--- src/rtl/calc_sequencer.sv ---
`timescale 1ns/1ps
`default_nettype none
// ============================================================================
// Module      : calc_sequencer
// Description : Calculator operation sequencer. Collects two operands and an
//               operator from enter-button presses, runs the shared ALU with
//               a start/done handshake and a timeout, then holds the result
//               or an error for the display. A shown result can be chained
//               in as the next left operand.
//               Optional enter-button debounce: define CALC_SEQ_DEBOUNCE_EN.
// Revision    : 1.0 - initial release
// ============================================================================
module calc_sequencer #(
    parameter int WIDTH           = 8,
    parameter int TIMEOUT         = 15,
    parameter int DEBOUNCE_CYCLES = 4
) (
    input  logic             clk,
    input  logic             rst_n,
    input  logic             ena,
    input  logic [WIDTH-1:0] key_data,
    input  logic [1:0]       key_op,
    input  logic             key_enter,
    input  logic             key_clear,
    output logic [WIDTH-1:0] alu_a,
    output logic [WIDTH-1:0] alu_b,
    output logic [1:0]       alu_op,
    output logic             alu_start,
    input  logic             alu_done,
    input  logic [WIDTH-1:0] alu_result,
    input  logic             alu_err,
    output logic [WIDTH-1:0] disp_value,
    output logic             disp_err,
    output logic [2:0]       phase
);

    // State encoding doubles as the phase shown on the status LEDs.
    localparam logic [2:0] c_ST_GET_A = 3'd0;
    localparam logic [2:0] c_ST_GET_B = 3'd1;
    localparam logic [2:0] c_ST_EXEC  = 3'd2;
    localparam logic [2:0] c_ST_WAIT  = 3'd3;
    localparam logic [2:0] c_ST_SHOW  = 3'd4;
    localparam logic [2:0] c_ST_ERR   = 3'd5;

    // Timeout counter only needs to reach TIMEOUT-1.
    localparam int               c_TO_W    = (TIMEOUT > 1) ? $clog2(TIMEOUT) : 1;
    localparam logic [c_TO_W-1:0] c_TO_LAST = c_TO_W'(TIMEOUT - 1);

    logic              r_sync1;
    logic              r_sync2;
    logic              r_lvl_prev;
    logic              w_level;
    logic              w_press;

    logic [2:0]        r_state,      w_state;
    logic [WIDTH-1:0]  r_alu_a,      w_alu_a;
    logic [WIDTH-1:0]  r_alu_b,      w_alu_b;
    logic [1:0]        r_alu_op,     w_alu_op;
    logic [WIDTH-1:0]  r_disp_value, w_disp_value;
    logic              r_disp_err,   w_disp_err;
    logic [c_TO_W-1:0] r_to_cnt,     w_to_cnt;

    // Two-flop synchronizer for the asynchronous enter button; runs even when disabled.
    always_ff @(posedge clk or negedge rst_n) begin
        if (!rst_n) begin
            r_sync1 <= 1'b0;
            r_sync2 <= 1'b0;
        end else begin
            r_sync1 <= key_enter;
            r_sync2 <= r_sync1;
        end
    end

`ifdef CALC_SEQ_DEBOUNCE_EN
    localparam int               c_DB_W    = (DEBOUNCE_CYCLES > 1) ? $clog2(DEBOUNCE_CYCLES) : 1;
    localparam logic [c_DB_W-1:0] c_DB_LAST = c_DB_W'(DEBOUNCE_CYCLES - 1);

    logic              r_filt;
    logic [c_DB_W-1:0] r_db_cnt;

    // Filtered level flips only after the synchronized level differs for DEBOUNCE_CYCLES cycles.
    always_ff @(posedge clk or negedge rst_n) begin
        if (!rst_n) begin
            r_filt   <= 1'b0;
            r_db_cnt <= '0;
        end else if (r_sync2 == r_filt) begin
            r_db_cnt <= '0;
        end else if (r_db_cnt == c_DB_LAST) begin
            r_filt   <= r_sync2;
            r_db_cnt <= '0;
        end else begin
            r_db_cnt <= r_db_cnt + c_DB_W'(1);
        end
    end

    assign w_level = r_filt;
`else
    // No filter: the synchronized level feeds the edge detector directly.
    // Both arms are identical; the condition only keeps DEBOUNCE_CYCLES referenced.
    if (DEBOUNCE_CYCLES >= 0) begin : g_no_filter
        assign w_level = r_sync2;
    end else begin : g_no_filter_alt
        assign w_level = r_sync2;
    end
`endif

    // Edge register; keeps tracking while disabled so presses then are consumed, not queued.
    always_ff @(posedge clk or negedge rst_n) begin
        if (!rst_n) begin
            r_lvl_prev <= 1'b0;
        end else begin
            r_lvl_prev <= w_level;
        end
    end

    assign w_press = w_level & ~r_lvl_prev;

    // State and datapath registers; everything holds while ena is low.
    always_ff @(posedge clk or negedge rst_n) begin
        if (!rst_n) begin
            r_state      <= c_ST_GET_A;
            r_alu_a      <= '0;
            r_alu_b      <= '0;
            r_alu_op     <= 2'b00;
            r_disp_value <= '0;
            r_disp_err   <= 1'b0;
            r_to_cnt     <= '0;
        end else if (ena) begin
            r_state      <= w_state;
            r_alu_a      <= w_alu_a;
            r_alu_b      <= w_alu_b;
            r_alu_op     <= w_alu_op;
            r_disp_value <= w_disp_value;
            r_disp_err   <= w_disp_err;
            r_to_cnt     <= w_to_cnt;
        end
    end

    // Next-state and datapath updates; clear outranks presses and ALU completion.
    always_comb begin
        w_state      = r_state;
        w_alu_a      = r_alu_a;
        w_alu_b      = r_alu_b;
        w_alu_op     = r_alu_op;
        w_disp_value = r_disp_value;
        w_disp_err   = r_disp_err;
        w_to_cnt     = r_to_cnt;
        if (key_clear) begin
            w_state      = c_ST_GET_A;
            w_alu_a      = '0;
            w_alu_b      = '0;
            w_alu_op     = 2'b00;
            w_disp_value = '0;
            w_disp_err   = 1'b0;
            w_to_cnt     = '0;
        end else begin
            case (r_state)
                c_ST_GET_A: begin
                    if (w_press) begin
                        w_alu_a      = key_data;
                        w_disp_value = key_data;
                        w_state      = c_ST_GET_B;
                    end
                end
                c_ST_GET_B: begin
                    if (w_press) begin
                        w_alu_b      = key_data;
                        w_alu_op     = key_op;
                        w_disp_value = key_data;
                        w_state      = c_ST_EXEC;
                    end
                end
                c_ST_EXEC: begin
                    w_to_cnt = '0;
                    w_state  = c_ST_WAIT;
                end
                c_ST_WAIT: begin
                    // A done in the last counted cycle still beats the timeout.
                    if (alu_done) begin
                        if (alu_err) begin
                            w_disp_err = 1'b1;
                            w_state    = c_ST_ERR;
                        end else begin
                            w_disp_value = alu_result;
                            w_state      = c_ST_SHOW;
                        end
                    end else if (r_to_cnt == c_TO_LAST) begin
                        w_disp_err = 1'b1;
                        w_state    = c_ST_ERR;
                    end else begin
                        w_to_cnt = r_to_cnt + c_TO_W'(1);
                    end
                end
                c_ST_SHOW: begin
                    if (w_press) begin
                        w_alu_a = r_disp_value;
                        w_state = c_ST_GET_B;
                    end
                end
                c_ST_ERR: begin
                    if (w_press) begin
                        w_disp_err   = 1'b0;
                        w_disp_value = '0;
                        w_state      = c_ST_GET_A;
                    end
                end
                default: begin
                    w_state = c_ST_GET_A;
                end
            endcase
        end
    end

    assign alu_start  = ena & (r_state == c_ST_EXEC);
    assign alu_a      = r_alu_a;
    assign alu_b      = r_alu_b;
    assign alu_op     = r_alu_op;
    assign disp_value = r_disp_value;
    assign disp_err   = r_disp_err;
    assign phase      = r_state;

endmodule
`default_nettype wire

--- config.mk ---
export PLATFORM = sky130hd
export DESIGN_NAME = calc_sequencer
export DESIGN_NICKNAME = d
export VERILOG_FILES = /design/src/rtl/calc_sequencer.sv
export SDC_FILE = /design/constraint.sdc
export NUM_CORES = 1
export LEC_CHECK = 0
export ABC_AREA = 1
export BUFFER_PORTS_ARGS = -buffer_cell sky130_fd_sc_hd__buf_2
export CAP_MARGIN = 20
export CORE_UTILIZATION = 31
export CTS_CLUSTER_SIZE = 28
export DETAILED_ROUTE_END_ITERATION = 10
export PLACE_DENSITY_LB_ADDON = 0.25
export REMOVE_ABC_BUFFERS = 1
export SLEW_MARGIN = 20
export SYNTH_ARGS = -nofsm -noshare
export SYNTH_HDL_FRONTEND = slang
export SYNTH_SLANG_ARGS = --single-unit
export TNS_END_PERCENT = 20
--- constraint.sdc ---
create_clock -name clk -period 2.1 [get_ports clk]
set_input_delay 0.105 -clock clk [delete_from_list [all_inputs] [get_ports clk]]
set_output_delay 0.105 -clock clk [all_outputs]
set_load 0.01 [all_outputs]
==> flow_metrics.tcl <==
set metrics [dict create \
    area_growth_pct 23.2 \
    post_route_cells_drive_above_1_share_pct 26.9 \
    clk_path_buf_depth 2 \
    num-fill-cells 663 \
    avgSynthCellArea_sq_um 7.71 \
    grt_setup_unrepaired "false" \
    synth_async_sr_flop_share_pct 100 \
    postCtsSetupRepairBufs 0 \
    cts_tree "yes" \
    cts_resized 0 \
    layout.area.seq_sq_um 926 \
    dr_wl_met3_um 300 \
    num_rows 28 \
    drt-vias-per-instance 4.79 \
    dr.pass1.iters 4 \
    flip_flop_cell_with_the_highest_count_after_synthesis "dfrtp_1" \
    tns_ps 0 \
    drcViolationCount 0 \
    floorplan.die_area_sq_um 6820 \
    worst_slew_pin_slew_ps 858 \
    synth_warnings 0 \
    clock_insertion_delay_worst_skew_ps 290 \
    grt_first_pass_wirelength_mm 8.01 \
    yosysTopAreaCellShare_pct 46.0 \
    yosys-top-cells-count "75 x nand2_1, 38 x o21ai_0, 37 x dfrtp_1" \
    slew_headroom_pct 42.8 \
    dr.first_iter.drc_count 97 \
    routedLengthMet1_mm 2.50 \
    hp-start "key_op[0]" \
    number_of_buffers_created_by_cts 5 \
    reg2reg_from "phase[0]" \
    global_route.usage.total_pct 15.9 \
    total_wirelength_of_the_detailed_routed_design_mm 5.10 \
    core_region_area_sq_um 6100 \
    p_leak_nw 1.32 \
    cp-start-kind "register" \
    powerDensity_nw_per_um2 1040 \
    initial_utilization_pct 33.0 \
    wl_per_cell_um 12.9 \
    synth_cell_type_count 27 \
    worst_setup_path_startpoint "phase[0]" \
    final_net_count 347 \
    route.met2.wl_mm 2.20 \
    outcome "completed" \
    cts_sinks 37 \
    post_synth_main_area_contributors "dfrtp_1 46%, nand2_1 14%, o21ai_0 9.4%, nand3_1 7.5%, inv_1 4.5%" \
    cts.root.buffer_cell "clkbuf_8" \
    ioPinCount 56 \
    finish.utilization_pct 40.7 \
    vias_in_the_first_global_route 1720 \
    crit_fanout 11 \
    finalSetupViolCount 0 \
    synth_top_area_cell "dfrtp_1" \
    die_h_um 82.6 \
    max-cap-violations 0 \
    drv_slew 0 \
    critical_path_class "reg -> reg" \
    hpwlAfterDp_mm 3.71 \
    hold_viol 0 \
    cp.required_ps 2280 \
    yosysMostFrequentCell "nand2_1" \
    worstSetupEndpointType "register" \
    detailroute.via_count 1892 \
    number_of_synthesized_flops_with_an_enable_pin 0 \
    min_period_over_period_pct 76.1 \
    htreeDepth 2 \
    worst_hold_check_path_type "in -> reg" \
    area_used_by_multi_input_combinational_logic_sq_um 931 \
    whs_ps 47.8 \
    globalRouteOverflowTotal 0 \
    clk_transition_reported_paths_ps 80 \
    route.top_layer_used "met4" \
    antenna-diode-count 0 \
    yosysSeqAreaShare_pct 46.0 \
    place.gp.congestion 0.816 \
    route.antenna.remaining_nets 0 \
    achievable-frequency_mhz 626 \
    finalWorstPathRequiredPeriod_ps 1600 \
    synth_cells 261 \
    maximum_number_of_pins_on_one_net_before_global_route_repair 38 \
    io_buffers 55 \
    synthesis.area_sq_um 2010 \
    antenna_found_initial 0 \
    finalClockSkew_ps 6.37 \
    die_w_um 82.6 \
    synth.ff_latch_count 37 \
    worst-endpoint-arrival_ps 1780 \
    vdd_drop_max_mv 0.311 \
]
==> worst max-delay path, cell delays in order, from the launching register on <==
cell,delay [ps]
dfrtp_1,470
inv_2,130
nor3_2,50
nor2_1,460
nor2_2,200
nand3_1,120
nand2_1,50
==> where the power goes <==
| group | leakage, nW | total [mW] | switching (mW) | internal, mW |
|---|---|---|---|---|
| clock network | 0.0540 | 0.604 | 0.259 | 0.345 |
| logic | 0.786 | 0.921 | 0.577 | 0.344 |
| registers | 0.483 | 1.05 | 0.156 | 0.896 |
| total | 1.32 | 2.58 | 0.992 | 1.59 |
==> what timing repair did <==
item,in CTS,in global routing
endpoints found under the setup margin,0,0
hold endpoints to repair,38,0
hold buffers,2,0
==> metrics by stage <==
stage | cell area (sq um) | power, mW | worst slack, ps | instances
after floorplan | 1970 | 1.61 | 726 | 253
after global placement | 2360 | 1.98 | 560 | 386
after detailed placement | 2360 | 1.99 | 509 | 386
after CTS | 2480 | 2.61 | 493 | 395
after global routing | 2480 | 2.77 | 323 | 395
final | 2480 | 2.58 | 502 | 395
==> cells by family after synthesis <==
kind of cell,count (synthesis),synth area share (%)
AND/OR/NAND/NOR,131,30.0
AO/OA/AOI/OAI,53,14.6
buffers and inverters,37,7.77
flip-flops,37,46.0
adder cells (fa/ha/maj),2,1.24
XOR/XNOR,1,0.435
==> cells in the final DEF (no fill, tap or decap) <==
master / count
a21oi_1: 1
a21oi_2: 1
buf_2: 55
buf_4: 3
bufinv_16: 1
clkbuf_8: 5
clkinv_2: 1
dfrtp_1: 37
dlygate4sd3_1: 2
ha_1: 2
inv_1: 24
inv_2: 5
nand2_1: 75
nand2_2: 6
nand2_4: 1
nand3_1: 30
nand3_2: 2
nand4_1: 1
nor2_1: 9
nor2_2: 1
nor2_4: 3
nor3_2: 1
o211ai_1: 1
o21ai_0: 38
o21ai_1: 3
o21bai_1: 9
or2_1: 1
or2_2: 1
xor2_1: 1
==> per-layer routing <==
layer | track usage, % | up-vias
li1 | - | 960
met4 | 7.24 | 0
met5 | 0 | -
met3 | 3.63 | 8
met2 | 23.6 | 58
met1 | 21.9 | 866
==> state kept, by name (all words and copies together), names as in the netlist <==
name,flops
disp_err,1
r_sync1,1
alu_op,2
disp_value,8
alu_a,8
r_sync2,1
phase,3
r_to_cnt,4
alu_b,8
r_lvl_prev,1
==> area by class of cell <==
cell class	instances	share of cell area (%)
multi-input cells	187	37.5
flip-flops and latches	37	37.3
repair buffers	60	12.8
inverters	29	4.39
well taps	75	3.78
clock buffers	5	2.77
clock inverters	2	1.41
==> final timing paths <==
| kind | cells after the start | slack (ps) | end |
|---|---|---|---|
| worst max-delay path | 6 | 500 | alu_op[1] |
| worst min-delay path | 3 | 50 | alu_op[0] |
| worst max register to register | 6 | 500 | alu_op[1] |
| worst min register to register | 0 | 350 | r_sync2 |
| max in group asynchronous | 2 | 1100 | phase[1] |
| min in group asynchronous | 2 | 460 | r_to_cnt[3] |
Power figures use the tool's default switching activity.
